## config.mk

```make
export PLATFORM = sky130hd
export DESIGN_NAME = if_fetch_buffer_flat
export DESIGN_NICKNAME = d
export VERILOG_FILES = /design/src/rtl/if_fetch_buffer_if.sv /design/src/rtl/if_fetch_buffer.sv /design/src/flat_wrapper.sv
export SDC_FILE = /design/constraint.sdc
export NUM_CORES = 1
export LEC_CHECK = 0
export ABC_AREA = 1
export ABC_CLOCK_PERIOD_IN_PS = 2700
export CAP_MARGIN = 30
export CORE_UTILIZATION = 50
export DETAILED_ROUTE_END_ITERATION = 12
export PLACE_DENSITY = 0.84
export SLEW_MARGIN = 30
export SYNTH_ARGS = -nofsm -noshare
export SYNTH_HDL_FRONTEND = slang
export SYNTH_SLANG_ARGS = --single-unit
```

## constraint.sdc

```tcl
create_clock -name clk -period 2.7 [get_ports clk]
set_input_delay 0.405 -clock clk [delete_from_list [all_inputs] [get_ports clk]]
set_output_delay 0.405 -clock clk [all_outputs]
set_load 0.03 [all_outputs]
```

## src/rtl/if_fetch_buffer_if.sv

```systemverilog
// Fetch-stage bus bundle: branch redirect inputs, instruction ROM port and
// the valid/ready instruction stream towards decode.
interface if_fetch_buffer_if #(
    parameter int PC_WIDTH     = 8,
    parameter int INSTR_WIDTH  = 16,
    parameter int OFFSET_WIDTH = 6
);
    logic                    fetch_en;
    logic                    branch_taken;
    logic [PC_WIDTH-1:0]     branch_pc;
    logic [OFFSET_WIDTH-1:0] branch_offset;
    logic                    imem_req;
    logic [PC_WIDTH-1:0]     imem_addr;
    logic [INSTR_WIDTH-1:0]  imem_rdata;
    logic                    instr_valid;
    logic                    instr_ready;
    logic [INSTR_WIDTH-1:0]  instr;
    logic [PC_WIDTH-1:0]     instr_pc;

    modport master (
        input  fetch_en, branch_taken, branch_pc, branch_offset, imem_rdata, instr_ready,
        output imem_req, imem_addr, instr_valid, instr, instr_pc
    );

    modport slave (
        output fetch_en, branch_taken, branch_pc, branch_offset, imem_rdata, instr_ready,
        input  imem_req, imem_addr, instr_valid, instr, instr_pc
    );
endinterface

```

## src/rtl/if_fetch_buffer.sv

```systemverilog
// Instruction fetch stage: PC generator, one-deep in-flight tracker for a
// 1-cycle ROM, and a prefetch FIFO of {instr, pc} feeding decode.
module if_fetch_buffer #(
    parameter int                  PC_WIDTH     = 8,
    parameter int                  INSTR_WIDTH  = 16,
    parameter int                  OFFSET_WIDTH = 6,
    parameter int                  FIFO_DEPTH   = 4,
    parameter logic [PC_WIDTH-1:0] RESET_PC     = {PC_WIDTH{1'b0}}
) (
    input  logic               clk,
    input  logic               rst,
    if_fetch_buffer_if.master  bus
);
    localparam int                 PTR_W   = (FIFO_DEPTH > 1) ? $clog2(FIFO_DEPTH) : 1;
    localparam int                 CNT_W   = PTR_W + 1;
    localparam logic [CNT_W-1:0]   DEPTH_C = CNT_W'(FIFO_DEPTH);
    localparam logic [CNT_W-1:0]   CNT_ONE = CNT_W'(1);
    localparam logic [PTR_W-1:0]   PTR_ONE = PTR_W'(1);
    localparam logic [PC_WIDTH-1:0] PC_ONE = PC_WIDTH'(1);

    logic [PC_WIDTH-1:0]    fetch_pc_r;
    logic                   inflight_r;
    logic [PC_WIDTH-1:0]    inflight_pc_r;
    logic [INSTR_WIDTH-1:0] fifo_instr_r [FIFO_DEPTH];
    logic [PC_WIDTH-1:0]    fifo_pc_r    [FIFO_DEPTH];
    logic [PTR_W-1:0]       wr_ptr_r;
    logic [PTR_W-1:0]       rd_ptr_r;
    logic [CNT_W-1:0]       count_r;

    logic [PC_WIDTH-1:0]    offset_ext_s;
    logic [PC_WIDTH-1:0]    target_s;
    logic [CNT_W-1:0]       occupancy_s;
    logic                   req_s;
    logic                   push_s;
    logic                   pop_s;

    // Request/push/pop decisions and branch target; a redirect suppresses all three.
    always_comb begin
        offset_ext_s = PC_WIDTH'($signed(bus.branch_offset));
        target_s     = bus.branch_pc + offset_ext_s;
        // In-flight data already owns a FIFO slot, so it counts towards occupancy.
        occupancy_s  = count_r + {{(CNT_W-1){1'b0}}, inflight_r};
        req_s        = 1'b0;
        if (!rst && bus.fetch_en && !bus.branch_taken && (occupancy_s < DEPTH_C)) begin
            req_s = 1'b1;
        end else begin
            req_s = 1'b0;
        end
        push_s = inflight_r & ~bus.branch_taken;
        pop_s  = (count_r != {CNT_W{1'b0}}) & bus.instr_ready & ~bus.branch_taken;
    end

    // Fetch PC, in-flight tracker, FIFO pointers and occupancy.
    always_ff @(posedge clk or posedge rst) begin
        if (rst) begin
            fetch_pc_r    <= RESET_PC;
            inflight_r    <= 1'b0;
            inflight_pc_r <= RESET_PC;
            wr_ptr_r      <= {PTR_W{1'b0}};
            rd_ptr_r      <= {PTR_W{1'b0}};
            count_r       <= {CNT_W{1'b0}};
        end else if (bus.branch_taken) begin
            fetch_pc_r <= target_s;
            inflight_r <= 1'b0;
            wr_ptr_r   <= {PTR_W{1'b0}};
            rd_ptr_r   <= {PTR_W{1'b0}};
            count_r    <= {CNT_W{1'b0}};
        end else begin
            inflight_r <= req_s;
            if (req_s) begin
                fetch_pc_r    <= fetch_pc_r + PC_ONE;
                inflight_pc_r <= fetch_pc_r;
            end
            if (push_s) begin
                wr_ptr_r <= wr_ptr_r + PTR_ONE;
            end
            if (pop_s) begin
                rd_ptr_r <= rd_ptr_r + PTR_ONE;
            end
            case ({push_s, pop_s})
                2'b10:   count_r <= count_r + CNT_ONE;
                2'b01:   count_r <= count_r - CNT_ONE;
                default: count_r <= count_r;
            endcase
        end
    end

    // FIFO storage; contents need no reset because occupancy gates visibility.
    always_ff @(posedge clk) begin
        if (push_s) begin
            fifo_instr_r[wr_ptr_r] <= bus.imem_rdata;
            fifo_pc_r[wr_ptr_r]    <= inflight_pc_r;
        end
    end

    assign bus.imem_req    = req_s;
    assign bus.imem_addr   = fetch_pc_r;
    assign bus.instr_valid = (count_r != {CNT_W{1'b0}});
    assign bus.instr       = fifo_instr_r[rd_ptr_r];
    assign bus.instr_pc    = fifo_pc_r[rd_ptr_r];
endmodule

```

## src/flat_wrapper.sv

```systemverilog
// flat-port wrapper written by rule: the top's interface ports become plain ports
module if_fetch_buffer_flat 
#(
    parameter int                  PC_WIDTH     = 8,
    parameter int                  INSTR_WIDTH  = 16,
    parameter int                  OFFSET_WIDTH = 6,
    parameter int                  FIFO_DEPTH   = 4,
    parameter logic [PC_WIDTH-1:0] RESET_PC     = {PC_WIDTH{1'b0}}
)
  (clk, rst, bus_fetch_en, bus_branch_taken, bus_branch_pc, bus_branch_offset, bus_imem_rdata, bus_instr_ready, bus_imem_req, bus_imem_addr, bus_instr_valid, bus_instr, bus_instr_pc);
  if_fetch_buffer_if #(.PC_WIDTH(PC_WIDTH), .INSTR_WIDTH(INSTR_WIDTH), .OFFSET_WIDTH(OFFSET_WIDTH)) bus_i ();
  input  logic clk;
  input  logic rst;
  input wire logic [$bits(bus_i.fetch_en)-1:0] bus_fetch_en;
  input wire logic [$bits(bus_i.branch_taken)-1:0] bus_branch_taken;
  input wire logic [$bits(bus_i.branch_pc)-1:0] bus_branch_pc;
  input wire logic [$bits(bus_i.branch_offset)-1:0] bus_branch_offset;
  input wire logic [$bits(bus_i.imem_rdata)-1:0] bus_imem_rdata;
  input wire logic [$bits(bus_i.instr_ready)-1:0] bus_instr_ready;
  output wire logic [$bits(bus_i.imem_req)-1:0] bus_imem_req;
  output wire logic [$bits(bus_i.imem_addr)-1:0] bus_imem_addr;
  output wire logic [$bits(bus_i.instr_valid)-1:0] bus_instr_valid;
  output wire logic [$bits(bus_i.instr)-1:0] bus_instr;
  output wire logic [$bits(bus_i.instr_pc)-1:0] bus_instr_pc;
  assign bus_i.fetch_en = bus_fetch_en;
  assign bus_i.branch_taken = bus_branch_taken;
  assign bus_i.branch_pc = bus_branch_pc;
  assign bus_i.branch_offset = bus_branch_offset;
  assign bus_i.imem_rdata = bus_imem_rdata;
  assign bus_i.instr_ready = bus_instr_ready;
  assign bus_imem_req = bus_i.imem_req;
  assign bus_imem_addr = bus_i.imem_addr;
  assign bus_instr_valid = bus_i.instr_valid;
  assign bus_instr = bus_i.instr;
  assign bus_instr_pc = bus_i.instr_pc;
  if_fetch_buffer #(.PC_WIDTH(PC_WIDTH), .INSTR_WIDTH(INSTR_WIDTH), .OFFSET_WIDTH(OFFSET_WIDTH), .FIFO_DEPTH(FIFO_DEPTH), .RESET_PC(RESET_PC)) u_core (.clk(clk), .rst(rst), .bus(bus_i));
endmodule
```

# ---- Yosys cells after proc, flatten, opt, wreduce, memory -nomap -nowiden
# Memories as Yosys holds them, arrays and structs flattened.
# Index checks and enable logic that the tools add are counted.
dict set report totals {
  ff_bits 24
  ram_bits 96
  input_bits 35
  output_inout_bits 34
  wordCells 45
  mem_count 2
}
dict set report op_classes {
  addsub 7
  order_cmp 1
  n_eq_ne 2
  muxes 12
  n_bitwise 4
  n_reduce_logical 11
}
# memory depth width read_ports rd_ports_with_merged_regs wr line
set memory_table {}
lappend memory_table {u_core.fifo_instr_r 4 16 1 0 1 if_fetch_buffer.sv:24} ;# logic [INSTR_WIDTH-1:0] fifo_instr_r [FIFO_DEPTH];
lappend memory_table {u_core.fifo_pc_r 4 8 1 0 1 if_fetch_buffer.sv:25} ;# logic [PC_WIDTH-1:0] fifo_pc_r [FIFO_DEPTH];
# cell count
set ops {}
lappend ops {{8-bit 2-to-1 mux} 2}
lappend ops {{8-bit by 1-bit adder with 8-bit output (second input constant)} 1}
lappend ops {{8-bit adder} 1}
lappend ops {{2-bit 2-to-1 mux} 4}
lappend ops {{3-bit one-hot mux with 2 select lines} 1}
lappend ops {{2-bit nonzero test} 3}
lappend ops {{3-bit nonzero test} 2}
lappend ops {{2-bit by 1-bit adder with 2-bit output (second input constant)} 2}
lappend ops {{1-bit 2-to-1 mux} 4}
lappend ops {{3-bit by 1-bit adder with 3-bit output} 1}
lappend ops {{3-bit by 1-bit adder with 3-bit output (second input constant)} 1}
lappend ops {{1-bit bitwise AND} 3}
lappend ops {{1-bit logical AND} 3}
lappend ops {{3-bit less-than comparator (second input constant)} 1}
lappend ops {{3-bit 2-to-1 mux} 1}
lappend ops {{3-bit by 1-bit subtractor with 3-bit output (second input constant)} 1}
lappend ops {{2-bit by 1-bit == test with 1-bit output (second input constant)} 1}
lappend ops {{2-bit == test (second input constant)} 1}
lappend ops {{1-bit logical NOT} 2}
lappend ops {{2-bit AND reduction} 1}
lappend ops {{1-bit NOT} 1}

# ---- Longest topological paths before layout
dict set report depth {
  depth_word 7
  mapped_depth 9
  depth_no_buf 9
}

# ---- Worst setup path before layout
# Ideal clock, no wire load.
dict set report synth_timing {
  kind {input-to-reg}
  from {input port bus_branch_taken}
  to {memory u_core.fifo_instr_r[0][0] (enable)}
  setup_ps 405
  t_arrival_ps 1799
  required_ps 2295
  path_slack_ps 497
  cell_stages 4
  n_path_buf 1
  cell_sequence {buf_6 nor2_2 inv_1 nor2_1}
}
dict set report synth_via {
  elab_chain_len 4
}
# element line
set synth_lines {}
lappend synth_lines {{start: declaration} flat_wrapper.sv:15} ;# input wire logic [$bits(bus_i.branch_taken)-1:0] bus_branch_taken;
lappend synth_lines {{1-bit NOT (no source line)} --}
lappend synth_lines {{1-bit bitwise AND} if_fetch_buffer.sv:49} ;# push_s = inflight_r & ~bus.branch_taken;
lappend synth_lines {{1-bit 2-to-1 mux} if_fetch_buffer.sv:90} ;# if (push_s) begin
lappend synth_lines {{1-bit 2-to-1 mux (not written as such)} if_fetch_buffer.sv:91} ;# fifo_instr_r[wr_ptr_r] <= bus.imem_rdata;
lappend synth_lines {{end: declaration} if_fetch_buffer.sv:24}
# No other way between the ends.

# ---- Worst setup path in the final report
dict set report layout_timing {
  from {register u_core.rd_ptr_r[1]}
  to {output port bus_instr[8]}
}
dict set report layout_via {
  elab_chain_len 1
}
# element line
set layout_lines {}
lappend layout_lines {{start: declaration} if_fetch_buffer.sv:27} ;# logic [PTR_W-1:0] rd_ptr_r;
lappend layout_lines {{start signal: assignment} if_fetch_buffer.sv:60} ;# rd_ptr_r <= {PTR_W{1'b0}};
lappend layout_lines {{start signal: assignment} if_fetch_buffer.sv:66} ;# rd_ptr_r <= {PTR_W{1'b0}};
lappend layout_lines {{start signal: assignment} if_fetch_buffer.sv:78} ;# rd_ptr_r <= rd_ptr_r + PTR_ONE;
lappend layout_lines {{memory 4 x 16 bit} --}
lappend layout_lines {{end: declaration} flat_wrapper.sv:23} ;# output wire logic [$bits(bus_i.instr)-1:0] bus_instr;
# No other way between the ends.

==> metrics.csv <==
stage,metric,value,unit
status,status,finished clean,
yosys,register area share after synthesis,0.665,
route,DRC Markers,0,
layout,area of the multi-input gates,1530,um2
setup_path,"Arr. time, crit path",2.06,ns
yosys,syn nets,509,
die,starting density of the core,0.526,
global_routing,GRT busiest layer,met2,
yosys,number of synthesized flops with an enable pin,96,
global_routing,met1 Use GR,0.276,
layout,"most common cell after layout, fill and taps aside",edfxtp_1,
timing,Final WS setup,0.236,ns
setup_path,Reg-to-Reg Start,u_core.count_r[0]$_DFFE_PP0P_,
yosys,async set-reset flop share out of synthesis,0.200,
route,WL final,11.1,mm
timing,final setup TNS,0,ns
die,Die W,104,um
yosys,Synth Instances,460,
clock_network,Clk Tree Root Cell,clkbuf_8,
global_routing,global route overflow,0,
setup_path,Worst Path Required,2.30,ns
clock_network,CTS tree,done,
layout,Layout fillers,715,
global_routing,met3 Usage GRT,0.0526,
yosys,yosys warns,0,
clock_network,clock sinks,120,
timing,max_slew headroom,0.748,
global_routing,number of global-route vias before repair,3679,
yosys,largest cells by area after synthesis,"edfxtp_1, dfrtp_1, o21ai_0, nor2_1, nand2_1",
global_routing,largest net degree at the start of global routing,39,
route,drt wl/cell,16.1,um
yosys,synthesized flop and latch total,120,
min_path,Hold Path Class,input pin to async pin,
die,# rows,36,
yosys,"area leader, netlist",edfxtp_1,
global_routing,first-pass GRT wire length,18.1,mm
clock_network,clock-pin slew on the worst setup and hold paths,0.06,ns
power,Lkg Pwr,2.70,nW
place,Post-DP HPWL,6.94,mm
route,routed via count,3701,
layout,n_diodes,0,
global_routing,initial antenna violation count,0,
clock_network,Num CTS Buffers,17,
setup_path,Setup CP Type,flip-flop to primary output,
route,DR iter-0 viols,280,
timing,Final period util,0.913,
layout,nets,592,
yosys,synth unique cells,29,
clock_network,Post-CTS Setup Bufs,0,
timing,RSZ-0062 raised after global routing,no,
die,Die Y,104,um
run,MaxCap Viol Count,0,
timing,Worst Clk Skew,0.00551,ns
setup_path,R2R depth,9,
layout,share of cells above drive strength 1,0.135,
power,power per cell area,897,nW/um2
setup_path,Crit. End Element,primary output,
yosys,Avg Inst Size Synth,11.4,um2
die,I/O pin count,69,
timing,Worst Tran Pin Value,0.379,ns
yosys,synthesized area,5240,um2
timing,final setup vio count,0,
place,Buffers on Ports,68,
global_routing,GRT met2 Usage,0.360,
layout,register area,3480,um2
yosys,main flop type after synthesis,edfxtp_1,
timing,Final Hold Viols,0,
route,Vias/cell,5.37,
yosys,top cell type's share of synthesized area,0.550,
timing,Final Max Tran Viols,0,
setup_path,Worst R2R Setup Slack,0.88,ns
timing,FMAX,406,MHz
clock_network,CTS max path bufs,2,
setup_path,maximum fanout along the worst path,17,
clock_network,Skew-Pair Late Insertion Delay,0.51,ns
die,die area,10900,um2
route,Routed Antenna Nets,0,
power,Pwr Total,6.01,mW
layout,most frequent cells in the layout,"edfxtp_1, nor2_1, nand2_1, o21ai_0, clkdlybuf4s50_1",
place,GP Congestion,0.825,
clock_network,Clock H-tree levels,4,
timing,fin crit period,2.46,ns
die,core area,9950,um2
global_routing,Tot GR Track Use,0.217,
setup_path,CP startpoint kind,flip-flop,
layout,area added between synthesis and finish,27.9,%
setup_path,FF-to-FF End,u_core.count_r[2]$_DFFE_PP0P_,
route,first-pass detailed-route iteration total,7,
power,Peak VDD IR,0.396,mV
place,Setup WS pre-CTS,0.467,ns
-- how the worst max path moves through the flow --
stage	cells after the start	slack (ns)	from	to
floorplan	4	0.50	bus_branch_taken	u_core.fifo_instr_r[0][0]$_DFFE_PP_
global placement	9	0.56	bus_branch_taken	u_core.count_r[2]$_DFFE_PP0P_
detailed placement	4	0.47	u_core.rd_ptr_r[0]$_DFFE_PP0P_	bus_instr[8]
CTS	4	0.001	u_core.rd_ptr_r[1]$_DFFE_PP0P_	bus_instr[14]
global route	4	0.11	u_core.rd_ptr_r[1]$_DFFE_PP0P_	bus_instr[8]
finish	4	0.24	u_core.rd_ptr_r[1]$_DFFE_PP0P_	bus_instr[8]
-- critical path: stages (launching register included) --
cell and delay [ns]:
dfrtp_1 0.48, buf_4 0.27, o21ai_0 0.14, o22ai_1 0.23, dlygate4sd2_1 0.43
-- through the flow --
step / util / std cells / area (um2) / hold slack, ns
finish: 0.673 / 689 / 6700 / 0.328
global route: 0.673 / 689 / 6700 / 0.366
detailed placement: 0.612 / 657 / 6090 / 0.503
global placement: 0.612 / 657 / 6090 / 0.494
CTS: 0.669 / 689 / 6660 / 0.332
floorplan: - / 460 / 5240 / 0.428
-- metal layers --
| layer | share of wire | up-vias |
|---|---|---|
| li1 | - | 1778 |
| met1 | 0.43 | 1761 |
| met2 | 0.50 | 146 |
| met3 | 0.054 | 16 |
| met4 | 0.018 | 0 |
| met5 | 0 | - |
-- where the power goes --
group / total [mW] / switching (mW) / internal (mW) / leakage (nW)
sequential: 2.38 / 0.177 / 2.20 / 1.17
combinational: 1.51 / 0.946 / 0.566 / 1.27
clock: 2.13 / 0.810 / 1.32 / 0.265
total: 6.01 / 1.93 / 4.08 / 2.70
-- cell type report --
cell class,instances,area share
Sequential cell,120,0.520
Multi-Input combinational cell,285,0.228
Tap cell,133,0.0248
Inverter,38,0.0213
Clock buffer,18,0.0624
Clock inverter,14,0.0226
Timing Repair Buffer,81,0.121
-- state kept, by name, indices dropped and copies added (netlist names) --
signal and cells:
u_core.bus.imem_addr 8, u_core.fifo_instr_r 64, u_core.inflight_pc_r 8, u_core.wr_ptr_r 2, u_core.rd_ptr_r 2, u_core.count_r 3
u_core.fifo_pc_r 32, u_core.inflight_r 1
-- synth_stat cells, types with 3 or more instances --
cell type	number
nand2_1	59
nand2_2	3
nor2_4	4
ha_1	12
buf_6	3
inv_2	5
clkbuf_1	10
nor2_2	5
inv_1	33
a21oi_1	9
o21ai_0	56
buf_2	4
edfxtp_1	96
xor2_1	4
o21ai_1	10
nor2_1	65
dfrtp_1	24
nand3_1	18
o22ai_1	24
-- what timing repair did --
item | CTS | global route
cloned | 0 | 0
endpoints found under the setup margin | 4 | 17
resized for setup | 4 | 17
hold buffers | 0 | 0
hold endpoints to repair | 0 | 0
-- cells by family (layout without fill, tap and decap cells) --
kind of cell,Yosys count,in the layout,synth area share
xor+xnor,6,6,0.0100
compound gates,103,103,0.107
fa+ha+maj,14,14,0.0363
flops,120,120,0.665
buf+inv,55,151,0.0447
simple gates,162,162,0.137
No activity file was read; power rests on OpenSTA's default activity.
